===== src/rtl/ex_hazard_unit.sv =====
// EX-stage hazard controller: operand forwarding selects, load-use stall/bubble,
// and the drain-and-halt sequence that follows a `done` instruction.
//
// state  | meaning
// RUN    | normal execution, load-use detection active
// DRAIN1 | `done` in MEM, pipeline held
// DRAIN2 | `done` in WB, pipeline held
// HALT   | pipeline drained, held until reset
module ex_hazard_unit #(
  parameter int STALL_CNT_W = 8
) (
  input  logic                   clk_i,
  input  logic                   reset_i,
  input  logic                   id_valid_i,
  input  logic [2:0]             id_rs_addr_i,
  input  logic [2:0]             id_rt_addr_i,
  input  logic                   id_uses_rs_i,
  input  logic                   id_uses_rt_i,
  input  logic [2:0]             ex_rs_addr_i,
  input  logic [2:0]             ex_rt_addr_i,
  input  logic [2:0]             ex_write_addr_i,
  input  logic                   ex_regwrite_i,
  input  logic                   ex_memread_i,
  input  logic                   ex_done_i,
  output logic [1:0]             fwd_rs_sel_o,
  output logic [1:0]             fwd_rt_sel_o,
  output logic                   stall_o,
  output logic                   bubble_o,
  output logic                   halted_o,
  output logic [STALL_CNT_W-1:0] stall_count_o
);

  typedef enum logic [1:0] {RUN, DRAIN1, DRAIN2, HALT} state_t;

  state_t     state;
  logic [2:0] mem_wa, wb_wa;
  logic       mem_rw, wb_rw;
  logic       lu;

  // Shadow copies of the downstream destinations; bubbles arrive here as regwrite=0.
  always_ff @(posedge clk_i) begin
    if (reset_i) begin
      mem_wa <= 3'd0;
      mem_rw <= 1'b0;
      wb_wa  <= 3'd0;
      wb_rw  <= 1'b0;
    end else begin
      mem_wa <= ex_write_addr_i;
      mem_rw <= ex_regwrite_i;
      wb_wa  <= mem_wa;
      wb_rw  <= mem_rw;
    end
  end

  always_comb begin
    fwd_rs_sel_o = 2'b00;
    if (mem_rw && (mem_wa == ex_rs_addr_i))     fwd_rs_sel_o = 2'b01;
    else if (wb_rw && (wb_wa == ex_rs_addr_i))  fwd_rs_sel_o = 2'b10;

    fwd_rt_sel_o = 2'b00;
    if (mem_rw && (mem_wa == ex_rt_addr_i))     fwd_rt_sel_o = 2'b01;
    else if (wb_rw && (wb_wa == ex_rt_addr_i))  fwd_rt_sel_o = 2'b10;
  end

  assign lu = id_valid_i & ex_memread_i & ex_regwrite_i &
              ((id_uses_rs_i & (id_rs_addr_i == ex_write_addr_i)) |
               (id_uses_rt_i & (id_rt_addr_i == ex_write_addr_i)));

  // Outside RUN the pipeline is always held; in RUN only a hazard or `done` holds it.
  assign stall_o  = (state != RUN) | lu | ex_done_i;
  assign bubble_o = stall_o;

  always_ff @(posedge clk_i) begin
    if (reset_i) begin
      state         <= RUN;
      halted_o      <= 1'b0;
      stall_count_o <= '0;
    end else begin
      case (state)
        RUN: begin
          if (ex_done_i)
            state <= DRAIN1;
          else if (lu && (stall_count_o != '1))
            stall_count_o <= stall_count_o + STALL_CNT_W'(1);
        end
        DRAIN1: state <= DRAIN2;
        DRAIN2: begin
          state    <= HALT;
          halted_o <= 1'b1;
        end
        default: begin
          state    <= HALT;
          halted_o <= 1'b1;
        end
      endcase
    end
  end

endmodule


===== config.mk =====
export PLATFORM = sky130hd
export DESIGN_NAME = ex_hazard_unit
export DESIGN_NICKNAME = d
export VERILOG_FILES = /design/src/rtl/ex_hazard_unit.sv
export SDC_FILE = /design/constraint.sdc
export NUM_CORES = 1
export LEC_CHECK = 0
export ABC_AREA = 1
export BUFFER_PORTS_ARGS = -buffer_cell sky130_fd_sc_hd__buf_4
export CAP_MARGIN = 20
export CORE_ASPECT_RATIO = 0.7
export CORE_MARGIN = 2
export CORE_UTILIZATION = 44
export DETAILED_ROUTE_END_ITERATION = 10
export GPL_ROUTABILITY_DRIVEN = 0
export GPL_TIMING_DRIVEN = 0
export PLACE_DENSITY = 0.75
export REMOVE_ABC_BUFFERS = 1
export SETUP_SLACK_MARGIN = 0.4
export SLEW_MARGIN = 10
export SYNTH_ARGS = -nofsm -noshare
export SYNTH_HDL_FRONTEND = slang
export SYNTH_SLANG_ARGS = --single-unit

===== constraint.sdc =====
create_clock -name clk_i -period 1.2 [get_ports clk_i]
set_input_delay 0.12 -clock clk_i [delete_from_list [all_inputs] [get_ports clk_i]]
set_output_delay 0.12 -clock clk_i [all_outputs]
set_load 0.01 [all_outputs]

**Yosys cells after proc, flatten, opt, wreduce, memory -nomap -nowiden**

Index checks and enable logic that the tools add are counted.

- Reduce and logical (&&, ||, !) cells: 9
- Add/sub/neg operators: 1
- Equality and inequality tests: 9
- Multiplexer cells: 6
- Bitwise logic cells: 9

Operators with widths:

| operator | count |
|---|---|
| equality test 3 bit | 6 |
| two-way mux 2 bit | 5 |
| adder 8 x 1 -> 8 bit, second input constant | 1 |
| inequality test 8 bit, second input constant | 1 |
| bitwise AND 1 bit | 5 |
| logical AND 1 bit | 5 |
| case mux 2 bit (2 select lines) | 1 |
| OR 1 bit | 3 |
| AND reduction 3 bit | 1 |
| equality test 2 x 1 -> 1 bit, second input constant | 1 |
| zero test 2 bit | 1 |
| inequality test 2 bit, second input constant | 1 |
| nonzero test 2 bit | 1 |
| OR reduction 2 bit | 1 |
| inverter 1 bit | 1 |

- Word-level logic and storage cells: 41
- Register bits: 19
- Output and inout bits: 15
- Bits of input ports: 23

**Longest topological paths before layout**

Gate-level depths: netlist of the first run.

- Word-level depth: 6
- Gate-level depth with buffers: 10
- Gate-level depth less buffers: 10

**Least setup slack after synthesis of the first run**

Ideal clock, no wire load.

- Kind: register to register
- From: register stall_count_o[0]
- To: register stall_count_o[5]
- Library setup time: 0.114 ns
- Cell stages (with the launch flop): 10
- Path slack: -0.131 ns
- Arrival time: 1.217 ns
- Data required time: 1.086 ns
- Period minus slack after synthesis: 1.331 ns
- Path buffers: 0
- Cells stage by stage: dfxtp_1 > ha_1 > nand2_1 > inv_1 > nand3_1 > nand2_1 > inv_2 > nand4_2 > o21bai_1 > nor2_1

- Cells in the longest elaborated chain, start to end: 3
- Elaborated cells between the ends (all ways): 4
- Classes of those cells: add/sub: 1; eq/ne: 1; reduce/logical: 2

Ends and longest elaborated chain:

| element | line | RTL |
|---|---|---|
| start, declared | 30 | `output logic [STALL_CNT_W-1:0] stall_count_o` |
| start signal, assigned | 84 | `stall_count_o <= stall_count_o + STALL_CNT_W'(1);` |
| parallel branches: the longest is 3 deep, another holds adder 8 x 1 -> 8 bit | - |  |

Parallel ways; which one is timed is not known.
A chain may end at the register's enable or synchronous reset.

**Worst setup path in the final report of the first run**

- From: register mem_wa[1]
- To: output fwd_rt_sel_o[1]

- Cells in the longest elaborated chain, start to end: 3

Ends and longest elaborated chain:

| element | line | RTL |
|---|---|---|
| start, declared | 36 | `logic [2:0] mem_wa, wb_wa;` |
| start signal, assigned | 48 | `mem_wa <= ex_write_addr_i;` |
| equality test 3 bit | 61 | `if (mem_rw && (mem_wa == ex_rt_addr_i)) fwd_rt_sel_o = 2'b01;` |
| logical AND 1 bit | 61 |  |
| two-way mux 2 bit | 61 |  |
| end, declared | 26 | `output logic [1:0] fwd_rt_sel_o,` |

Every way passes these cells.

==> results of run 1 <==
[flip-flops by register name, indices dropped and copies added, names as in the netlist]
| register | flops |
|---|---|
| stall_count_o | 8 |
| mem_wa | 3 |
| wb_wa | 3 |
| state | 2 |
| halted_o | 1 |
| mem_rw | 1 |
| wb_rw | 1 |
[synthesized netlist by cell type]
master	count	area share (%)
o21ai_1	1	0.46
o21ai_0	4	1.8
nand4_2	1	1.1
dfxtp_1	19	35
ha_1	1	1.1
nor3_1	3	1.4
inv_2	4	1.4
a211oi_1	1	0.69
nand3_1	2	0.92
xor2_1	5	4.0
nor4_1	2	1.1
clkbuf_1	1	0.34
nor2_1	34	12
nand2_4	1	1.0
buf_4	1	0.69
inv_1	30	10
o211ai_1	4	2.8
nor3_4	1	1.5
nor2_8	1	1.8
nand3_2	1	0.92
o21a_1	1	0.69
nand2_2	1	0.57
nand4_1	5	2.9
nand2_1	42	14
o21bai_1	2	1.4
[per-stage QoR]
stage | std cells | area, µm² | setup TNS (ns) | util (%)
2_1_floorplan | 166 | 1080 | -0.813 | -
3_3_place_gp | 237 | 1400 | -1.45 | 58.3
3_5_place_dp | 237 | 1400 | -1.70 | 58.3
4_1_cts | 251 | 1620 | -1.48 | 67.4
5_1_grt | 252 | 1710 | -2.91 | 71.2
6_report | 252 | 1710 | -2.04 | 71.2
[power by group through the flow]
stage / sequential, mW / clock, mW / combinational (mW)
after detailed placement: 0.692 / 0 / 0.240
after floorplan: 0.689 / 0 / 0.125
after global routing: 0.677 / 0.370 / 0.347
final: 0.674 / 0.331 / 0.319
after global placement: 0.690 / 0 / 0.235
after CTS: 0.678 / 0.328 / 0.289
[worst max-delay path: cells and delay by family (launching register included)]
family                 cells  cell delay [ns]
AO/OA/AOI/OAI              1             0.22
buffers and inverters      2             0.21
flip-flops                 1             0.37
AND/OR/NAND/NOR            2             0.26
[layout by cell type (no fill, tap or decap), types with 2 or more instances in the layout]
| cell | netlist | routed |
|---|---|---|
| o21bai_1 | 2 | 2 |
| nor3_2 | 0 | 3 |
| nand2_4 | 1 | 3 |
| inv_2 | 4 | 7 |
| nor4_1 | 2 | 2 |
| nand2_2 | 1 | 4 |
| dfxtp_4 | 0 | 4 |
| dfxtp_1 | 19 | 5 |
| o211ai_1 | 4 | 4 |
| nor2_2 | 0 | 4 |
| nand4_1 | 5 | 5 |
| o21ai_0 | 4 | 3 |
| buf_6 | 0 | 17 |
| dfxtp_2 | 0 | 10 |
| nand2_1 | 42 | 37 |
| xor2_1 | 5 | 5 |
| clkbuf_4 | 0 | 3 |
| inv_1 | 30 | 26 |
| buf_4 | 1 | 31 |
| nand3_2 | 1 | 2 |
| nor2_1 | 34 | 29 |
[final timing paths]
| kind | depth (start not counted) | slack (ns) | endpoint | start |
|---|---|---|---|---|
| setup / recovery | 5 | -0.28 | fwd_rt_sel_o[1] | mem_wa[1] |
| hold / removal | 3 | 0.04 | mem_wa[2] | ex_write_addr_i[2] |
| setup reg to reg | 9 | -0.17 | stall_count_o[5] | stall_count_o[1] |
| hold reg to reg | 2 | 0.45 | wb_rw | mem_rw |
[cells by family (layout without fill, tap and decap cells)]
| family | Yosys count | after routing | synth area share, % |
|---|---|---|---|
| xor gates and xnor gates | 5 | 5 | 4.01 |
| AOI/OAI and AO/OA | 13 | 13 | 7.80 |
| DFF | 19 | 19 | 34.9 |
| buffers and inverters | 36 | 86 | 12.7 |
| and+or+nand+nor | 94 | 94 | 39.4 |
| adders and majority gates | 1 | 1 | 1.15 |
[metal layers]
| layer | part of all wire (%) | vias up | GRT usage [%] |
|---|---|---|---|
| met1 | 43 | 534 | 25.5 |
| met5 | 0 | - | 0 |
| met3 | 4.6 | 8 | 5.45 |
| li1 | - | 615 | - |
| met2 | 50 | 32 | 34.5 |
| met4 | 2.2 | 0 | 5.22 |
[layout make-up]
| class | count | area [µm²] |
|---|---|---|
| clock buffer | 4 | 26.3 |
| tap | 34 | 42.5 |
| timing repair buffer | 48 | 424 |
| multi-input combinational | 113 | 674 |
| fill | 209 | 692 |
| inverter | 34 | 135 |
| sequential | 19 | 408 |
[what timing repair did]
action | 4_1_cts | 5_1_grt
buffers inserted | 10 | 1
pin swaps | 11 | 15
endpoints found under the hold margin | 0 | 0
endpoints found under the setup margin | 23 | 24
gates resized for setup | 41 | 26
==> impl_metrics.csv, run 1 <==
group,metric,value,unit
timing,final.min_clock_period,1.48,ns
logic_synthesis,synth_sequential_area_ratio,34.9,%
timing,worst_slew_pin_slew,0.275,ns
placed_design,io_buffer_count,37,
run_status,status,"finished with violations",
routing,drt_pre_antenna_iters,4,
placed_design,place.detailed.hpwl,1930,µm
critical_path,element_type_at_the_critical_path_end,"primary output",
pwr,power-per-cell-area,773,nW/µm²
critical_path,arrival_time_at_the_worst_endpoint,1.36,ns
run_status,failed_checks,"setup timing",
timing,finalHoldViolations,0,
pwr,net-switching-power,0.385,mW
critical_path,path_cells,"inv_2 > o211ai_1 > nor3_2 > nor4_1 > buf_4",
routing,avgRoutedWirePerCell,11.8,µm
timing,max-slew-margin-rel,81.6,%
logic_synthesis,postSynthAreaPerCell,6.49,µm²
global_route,globalRouteTotalUtil,20.1,%
cts,cts-hold-fix-buffers,0,
pwr,power.static_leakage,0.845,nW
critical_path,wp_data_required,1.08,ns
timing,setup-violations-final,14,
pwr,power_frac_clock,25.0,%
pwr,power.share.sequential,50.9,%
routing,drt-initial-drc-count,72,
critical_path,crit_path_max_fanout,3,
global_route,grt-ovfl-total,0,
cts,cts_max_level,1,
die,core_region_area,2400,µm²
pwr,report.power.total,1.32,mW
timing,final_max_slew_viol_count,0,
cts,path_clk_slew,0.10,ns
placed_design,dp_worst_setup_slack,-0.258,ns
die,die_y,45.7,µm
final_layout,fin_nets,243,
logic_synthesis,yosys_warnings,0,
cts,clock_tree.root_cell,"clkbuf_4",
flow_run,drv_cap,0,
cts,clk_path_buf_depth,2,
cts,cts_tree,"yes",
critical_path,crit_path_top_delay_cell,"dfxtp_2",
cts,numClockSinks,19,
logic_synthesis,synth_cells,168,
final_layout,drive_above_1_share,44.5,%
timing,timing.final.ws_setup,-0.277,ns
critical_path,critical_path_class,"flop to primary output",
routing,final_wl,2970,µm
die,initial_utilization,45.4,%
final_layout,area_growth_from_synthesis_to_layout,56.8,%
timing,timing.hold.ws,0.0368,ns
cts,cts_buf_count,3,
pwr,vdd_ir_drop_max,463,µV
global_route,grt_first_pass_wirelength,4430,µm
timing,clock-skew-final,0.00186,ns
routing,viasPerCell,4.72,
global_route,first_global_vias,1048,
critical_path,startpoint_type,"flop",
global_route,antenna_found_initial,0,
pwr,p_sw_share,29.1,%
global_route,grt_max_degree,15,
die,design.portCount,38,
worst_hold_path,holdCritPathClass,"input pin to flop",
die,fp.dieW,63.5,µm
final_layout,antenna_cells_inserted,0,
pwr,internal_power,0.938,mW
timing,timing.final.crit_share,123,%
cts,clk-insertion-delay-late,0.30,ns
logic_synthesis,synthesis.area,1090,µm²
critical_path,critical-path-max-stage-delay,0.37,ns
logic_synthesis,post_synth_num_cell_types,25,
routing,routed-via-count,1189,
pwr,comb_power_share,24.1,%
routing,remaining_drc_errors,0,
timing,fmax,0.677,GHz
logic_synthesis,ys_ff_latch,19,
routing,final_antenna_net_count,0,
die,die-area,2900,µm²
timing,unrepaired_setup_endpoints_after_global_routing,"true",
die,rows,15,
No activity file was read; power rests on OpenSTA's default activity.
==> inputs of run 2 (changes only) <==
--- a/config.mk
+++ b/config.mk
@@ -15,8 +15,9 @@
 export GPL_ROUTABILITY_DRIVEN = 0
 export GPL_TIMING_DRIVEN = 0
+export MAX_ROUTING_LAYER = met4
 export PLACE_DENSITY = 0.75
 export REMOVE_ABC_BUFFERS = 1
 export SETUP_SLACK_MARGIN = 0.4
-export SLEW_MARGIN = 10
+export SLEW_MARGIN = 20
 export SYNTH_ARGS = -nofsm -noshare
 export SYNTH_HDL_FRONTEND = slang
==> constraint.sdc (replaced) <==
create_clock -name clk_i -period 1.2 [get_ports clk_i]
set_input_delay 0.06 -clock clk_i [delete_from_list [all_inputs] [get_ports clk_i]]
set_output_delay 0.06 -clock clk_i [all_outputs]
set_load 0.01 [all_outputs]
==> impl_metrics.csv, run 2 (same netlist as run 1, synthesis figures left out) <==
group,metric,value,unit
die,design.portCount,38,
timing,timing.final.crit_share,118,%
routing,viasPerCell,4.78,
timing,finalHoldViolations,1,
routing,remaining_drc_errors,0,
routing,final_antenna_net_count,0,
routing,drt-initial-drc-count,63,
pwr,p_sw_share,28.9,%
pwr,vdd_ir_drop_max,461,µV
critical_path,critical-path-max-stage-delay,0.36,ns
routing,drt_pre_antenna_iters,4,
cts,cts_max_level,1,
global_route,grt_max_degree,15,
critical_path,crit_path_max_delay_family,"flip-flops",
cts,clk_path_buf_depth,2,
critical_path,critical_path_buf_inv_count,2,
final_layout,fin_nets,245,
die,die_y,45.7,µm
timing,worst_slew_pin_slew,0.275,ns
global_route,antenna_found_initial,0,
final_layout,drive_above_1_share,44.1,%
pwr,power.share.sequential,50.8,%
final_layout,area_growth_from_synthesis_to_layout,58.6,%
cts,cts_buf_count,3,
timing,setup-violations-final,14,
pwr,power.static_leakage,0.853,nW
cts,numClockSinks,19,
critical_path,critical_path_class,"flop to primary output",
final_layout,largest_register_by_flop_count,"stall_count_o",
routing,avgRoutedWirePerCell,11.7,µm
pwr,power_frac_clock,24.8,%
cts,clock_tree.root_cell,"clkbuf_4",
timing,timing.hold.ws,-0.00818,ns
pwr,power-per-cell-area,766,nW/µm²
timing,clock-skew-final,0.00183,ns
die,initial_utilization,45.4,%
placed_design,placed_area,1400,µm²
die,core_region_area,2400,µm²
routing,m1WireLength,1230,µm
placed_design,io_buffer_count,37,
critical_path,arrival_time_at_the_worst_endpoint,1.36,ns
timing,timing.final.ws_setup,-0.219,ns
pwr,report.power.total,1.32,mW
critical_path,crit_path_top_delay_cell,"dfxtp_2",
cts,clk-insertion-delay-late,0.30,ns
placed_design,place.detailed.hpwl,1930,µm
pwr,comb_power_share,24.4,%
routing,final_wl,2980,µm
flow_run,drv_cap,0,
cts,cts_tree,"yes",
final_layout,largest_register_ffs,8,
worst_hold_path,holdCritPathClass,"input pin to flop",
die,fp.dieW,63.5,µm
critical_path,wp_data_required,1.14,ns
final_layout,final_area,1730,µm²
timing,final.min_clock_period,1.42,ns
final_layout,antenna_cells_inserted,0,
pwr,net-switching-power,0.383,mW
final_layout,fill_cells,204,
global_route,globalRouteTotalUtil,20.8,%
timing,max-slew-margin-rel,81.6,%
final_layout,largest_registers,"stall_count_o (8), mem_wa (3), wb_wa (3)",
global_route,grt-ovfl-total,0,
final_layout,seq_area,408,µm²
routing,dr_wl_met2,1500,µm
timing,final_max_slew_viol_count,0,
final_layout,most_common_library_cell_in_the_layout_ignoring_fill_and_taps,"nand2_1",
run_status,failed_checks,"hold timing, setup timing",
pwr,internal_power,0.942,mW
die,rows,15,
critical_path,path_cells,"inv_2 > o211ai_1 > nor3_2 > nor4_1 > buf_4",
final_layout,multi_input_area,674,µm²
timing,unrepaired_setup_endpoints_after_global_routing,"true",
cts,path_clk_slew,0.10,ns
critical_path,element_type_at_the_critical_path_end,"primary output",
global_route,grt_first_pass_wirelength,4470,µm
die,die-area,2900,µm²
timing,fmax,0.705,GHz
global_route,first_global_vias,1069,
critical_path,startpoint_type,"flop",
final_layout,most-common-layout-cells,"37 x nand2_1, 31 x buf_4, 29 x nor2_1",
routing,topRoutingLayerUsed,"met4",
routing,routed-via-count,1215,
run_status,status,"finished with violations",
critical_path,crit_path_max_fanout,3,
routing,detailroute.wirelength.met3,177,µm
==> run 2: timing repair <==
action / CTS / global route
endpoints found under the hold margin: 2 / 0
endpoints found under the setup margin: 23 / 24
pin swaps: 12 / 15
hold buffers: 2 / 0
buffers inserted: 10 / 1
gates resized for setup: 41 / 26
==> run 2: power groups by stage <==
stage / registers (mW) / clock network, mW / logic [mW]
floorplan: 0.689 / 0 / 0.125
global placement: 0.690 / 0 / 0.235
detailed placement: 0.692 / 0 / 0.240
CTS: 0.678 / 0.328 / 0.294
global route: 0.677 / 0.374 / 0.352
finish: 0.673 / 0.328 / 0.323
==> run 2: path summary, 6_finish.rpt <==
| kind | startpoint | to | slack, ns | cells past startpoint |
|---|---|---|---|---|
| worst min-delay path | ex_write_addr_i[1] | mem_wa[1] | -0.008 | 3 |
| worst max-delay path | mem_wa[1] | fwd_rt_sel_o[1] | -0.22 | 5 |
| worst max register to register | stall_count_o[1] | stall_count_o[5] | -0.17 | 9 |
| worst min register to register | mem_rw | wb_rw | 0.45 | 2 |
==> run 2: worst register-to-register path, cell delays in order (launching register included) <==
cell and delay (ns):
dfxtp_4 0.38, ha_4 0.17, nand2_4 0.06, inv_2 0.04, nand3_2 0.09, nand2_4 0.08, inv_8 0.10, nand4_4 0.10
o21bai_1 0.20, nor2_1 0.07
==> run 2: routing by layer <==
metal  up-vias  track usage, %
met2        36            34.9
li1        618               -
met1       553            25.2
met4         0            5.65
met3         8            5.69
met5         -               -
==> run 2: stage by stage <==
| step | worst slack, ns | hold slack [ns] | cells | util [%] | setup TNS (ns) |
|---|---|---|---|---|---|
| after global placement | -0.219 | 0.292 | 237 | 58.3 | -1.45 |
| after CTS | -0.170 | 0.000866 | 253 | 68.2 | -1.21 |
| after floorplan | -0.131 | 0.131 | 166 | - | -0.813 |
| after global routing | -0.326 | -0.00651 | 254 | 72.0 | -2.53 |
| after detailed placement | -0.258 | 0.298 | 237 | 58.3 | -1.70 |
| final | -0.219 | -0.00818 | 254 | 72.0 | -1.65 |
==> run 2: layout make-up <==
class | instances | area share, %
Multi-Input combinational cell | 113 | 39.0
Inverter | 34 | 7.81
Timing Repair Buffer | 50 | 25.7
Tap cell | 34 | 2.46
Sequential cell | 19 | 23.6
Clock buffer | 4 | 1.52
==> inputs of run 3 (changes only) <==
ABC_AREA = 0   (was 1)
CORE_UTILIZATION = 42   (was 44)
PLACE_DENSITY = 0.73   (was 0.75)
==> impl_metrics.csv, run 3 <==
group,metric,value,unit
global_route,grt_first_pass_wirelength,4130,µm
pwr,vdd_ir_drop_max,411,µV
critical_path,arrival_time_at_the_worst_endpoint,1.72,ns
critical_path,startpoint_type,"flop",
final_layout,final_area,1560,µm²
die,fp.dieW,61.5,µm
final_layout,fin_nets,177,
worst_hold_path,holdCritPathClass,"input pin to flop",
cts,numClockSinks,19,
critical_path,crit_path_top_delay_cell,"dfxtp_4",
die,initial_utilization,44.7,%
run_status,failed_checks,"setup timing",
logic_synthesis,synth_cells,103,
final_layout,area_growth_from_synthesis_to_layout,60.7,%
global_route,grt_max_degree,22,
critical_path,element_type_at_the_critical_path_end,"flop",
critical_path,ff2ff_setup_slack,-0.33,ns
critical_path,wp_data_required,1.39,ns
routing,routed-via-count,913,
routing,drt_pre_antenna_iters,4,
timing,timing.final.ws_setup,-0.329,ns
critical_path,path_cells,"nor3_4 > o21ai_4 > a211oi_4 > nand4_1 > mux2_4",
critical_path,worst_r2r_startpoint,"state[1]",
pwr,report.power.total,1.25,mW
logic_synthesis,ys_async_sr_fraction,0,%
critical_path,reg2regPathDepth,5,
final_layout,antenna_cells_inserted,0,
timing,setup_total_negative_slack,-2.44,ns
logic_synthesis,yosys_warnings,0,
routing,viasPerCell,4.96,
global_route,grt-ovfl-total,0,
final_layout,most-common-layout-cells,"35 x buf_4, 14 x xnor2_1, 13 x nor2_1",
final_layout,multi_input_area,662,µm²
critical_path,reg2reg_to,"stall_count_o[7]",
routing,drt-initial-drc-count,41,
final_layout,finish.utilization,71.8,%
global_route,globalRouteTotalUtil,21.1,%
global_route,first_global_vias,885,
cts,clk-insertion-delay-late,0.29,ns
logic_synthesis,synth_sequential_area_ratio,39.2,%
critical_path,crit_path_max_fanout,3,
routing,remaining_drc_errors,0,
logic_synthesis,synth_top_cells_by_area,"dfxtp_1 39%, xnor2_1 14%, nor2b_1 6.4%, nor2_1 5.0%, xor2_1 3.6%",
global_route,antenna_found_initial,0,
critical_path,launch_point_of_the_critical_path,"state[1]",
die,design.portCount,38,
final_layout,largest_registers,"stall_count_o (8), mem_wa (3), wb_wa (3)",
timing,finalHoldViolations,0,
timing,max-slew-margin-rel,73.0,%
timing,final_max_slew_viol_count,0,
flow_run,drv_cap,0,
timing,fmax,0.654,GHz
final_layout,most_common_library_cell_in_the_layout_ignoring_fill_and_taps,"buf_4",
routing,final_wl,2570,µm
timing,final.min_clock_period,1.53,ns
logic_synthesis,synthesis.area,971,µm²
routing,avgRoutedWirePerCell,14.0,µm
logic_synthesis,synth_most_common_cell,"dfxtp_1",
timing,worst_slew_pin_slew,0.405,ns
critical_path,critical_path_class,"flop to flop",
logic_synthesis,yosys_most_used_dff,"dfxtp_1",
cts,cts_max_level,1,
die,die-area,2720,µm²
timing,clock-skew-final,0.00164,ns
cts,clk_path_buf_depth,2,
final_layout,seq_area,417,µm²
timing,unrepaired_setup_endpoints_after_global_routing,"true",
logic_synthesis,synth-edff-count,0,
critical_path,endpoint,"stall_count_o[7]",
die,die_y,44.2,µm
critical_path,critical-path-max-stage-delay,0.36,ns
cts,clock_tree.root_cell,"clkbuf_4",
logic_synthesis,post_synth_num_cell_types,25,
final_layout,fill_cells,164,
final_layout,largest_register_by_flop_count,"stall_count_o",
cts,path_clk_slew,0.10,ns
logic_synthesis,most_frequent_cells_after_synthesis,"19 x dfxtp_1, 15 x xnor2_1, 13 x nor2_1, 10 x nor2b_1",
cts,cts_buf_count,3,
final_layout,largest_register_ffs,8,
timing,setup-violations-final,14,
placed_design,dp_worst_setup_slack,-0.624,ns
logic_synthesis,synth_top_area_cell,"dfxtp_1",
pwr,power-per-cell-area,803,nW/µm²
routing,final_antenna_net_count,0,
timing,timing.final.crit_share,127,%
logic_synthesis,synth_largest_type_area_fraction,39.2,%
placed_design,placed_area,1270,µm²
placed_design,io_buffer_count,37,
pwr,power.static_leakage,0.631,nW
logic_synthesis,ys_ff_latch,19,
cts,cts_tree,"yes",
logic_synthesis,postSynthAreaPerCell,9.43,µm²
run_status,status,"finished with violations",
die,rows,14,
die,core_region_area,2170,µm²
final_layout,drive_above_1_share,52.6,%
[run 3: cell types whose count changed after synthesis, moves of 3 or more]
| cell | previous run | this run |
|---|---|---|
| xnor2_1 | 0 | 15 |
| o21ai_0 | 4 | 0 |
| nand3_1 | 2 | 5 |
| inv_2 | 4 | 0 |
| o211ai_1 | 4 | 0 |
| nand2_1 | 42 | 3 |
| nor2b_1 | 0 | 10 |
| a21oi_1 | 0 | 3 |
| nor2_1 | 34 | 13 |
| inv_1 | 30 | 2 |
[run 3: kinds of logic (layout without fill, tap and decap cells)]
kind of cell	Yosys count	count (layout)	synth area share (%)
buffers and inverters	5	54	2.32
xor gates and xnor gates	21	21	20.5
DFF	19	19	39.2
adders and majority gates	1	1	1.29
and+or+nand+nor	44	44	24.6
AOI/OAI and AO/OA	10	10	8.76
muxes	3	3	3.35
[run 3: through the flow]
step | instances | hold WS (ns)
2_1_floorplan | 100 | 0.129
3_3_place_gp | 169 | 0.289
3_5_place_dp | 169 | 0.290
4_1_cts | 181 | 0.00456
5_1_grt | 184 | 0.0335
6_report | 184 | 0.00933
[run 3: report_power, final]
part           switching [mW]  leakage (nW)  total (mW)  internal (mW)
registers              0.0223         0.163       0.661          0.639
clock network           0.183        0.0150       0.312          0.129
logic                   0.121         0.453       0.279          0.158
[run 3: repair_timing]
| item | CTS | global route |
|---|---|---|
| hold buffers | 1 | 0 |
| pin swaps | 6 | 5 |
| hold endpoints to repair | 1 | 0 |
| endpoints found under the setup margin | 23 | 24 |
| gates resized for setup | 40 | 9 |
| setup buffers | 7 | 3 |
[run 3: how the worst min path moves through the flow]
stage | cells past startpoint | slack (ns) | to | start
after floorplan | 1 | 0.13 | stall_count_o[2] | reset_i
after global placement | 2 | 0.29 | mem_rw | ex_regwrite_i
after detailed placement | 2 | 0.29 | mem_rw | ex_regwrite_i
after CTS | 2 | 0.005 | mem_wa[1] | ex_write_addr_i[1]
after global routing | 2 | 0.03 | mem_wa[2] | ex_write_addr_i[2]
final | 2 | 0.009 | mem_wa[1] | ex_write_addr_i[1]
[run 3: final cells by class]
cell class	count	share of cell area, %
inverter	2	0.481
clock buffer	4	1.68
multi-input combinational	79	42.4
timing repair buffer	48	26.1
sequential	19	26.7
tap	32	2.57
[run 3: per-layer routing]
layer  up-vias  routed length, µm  GRT usage [%]  share of wire [%]
li1        447                  -              -                  -
met2        26               1340           35.3                 52
met3         6                 89           5.26                3.5
met4         0                 25           3.83               0.97
met5         -                  0              -                  0
met1       434               1120           26.0                 43
[run 3: critical path: cells and delay by family (launching register included)]
kind,cells,cell delay [ns]
and+or+nand+nor,2,0.41
DFF,1,0.36
AOI/OAI and AO/OA,2,0.33
muxes,1,0.33
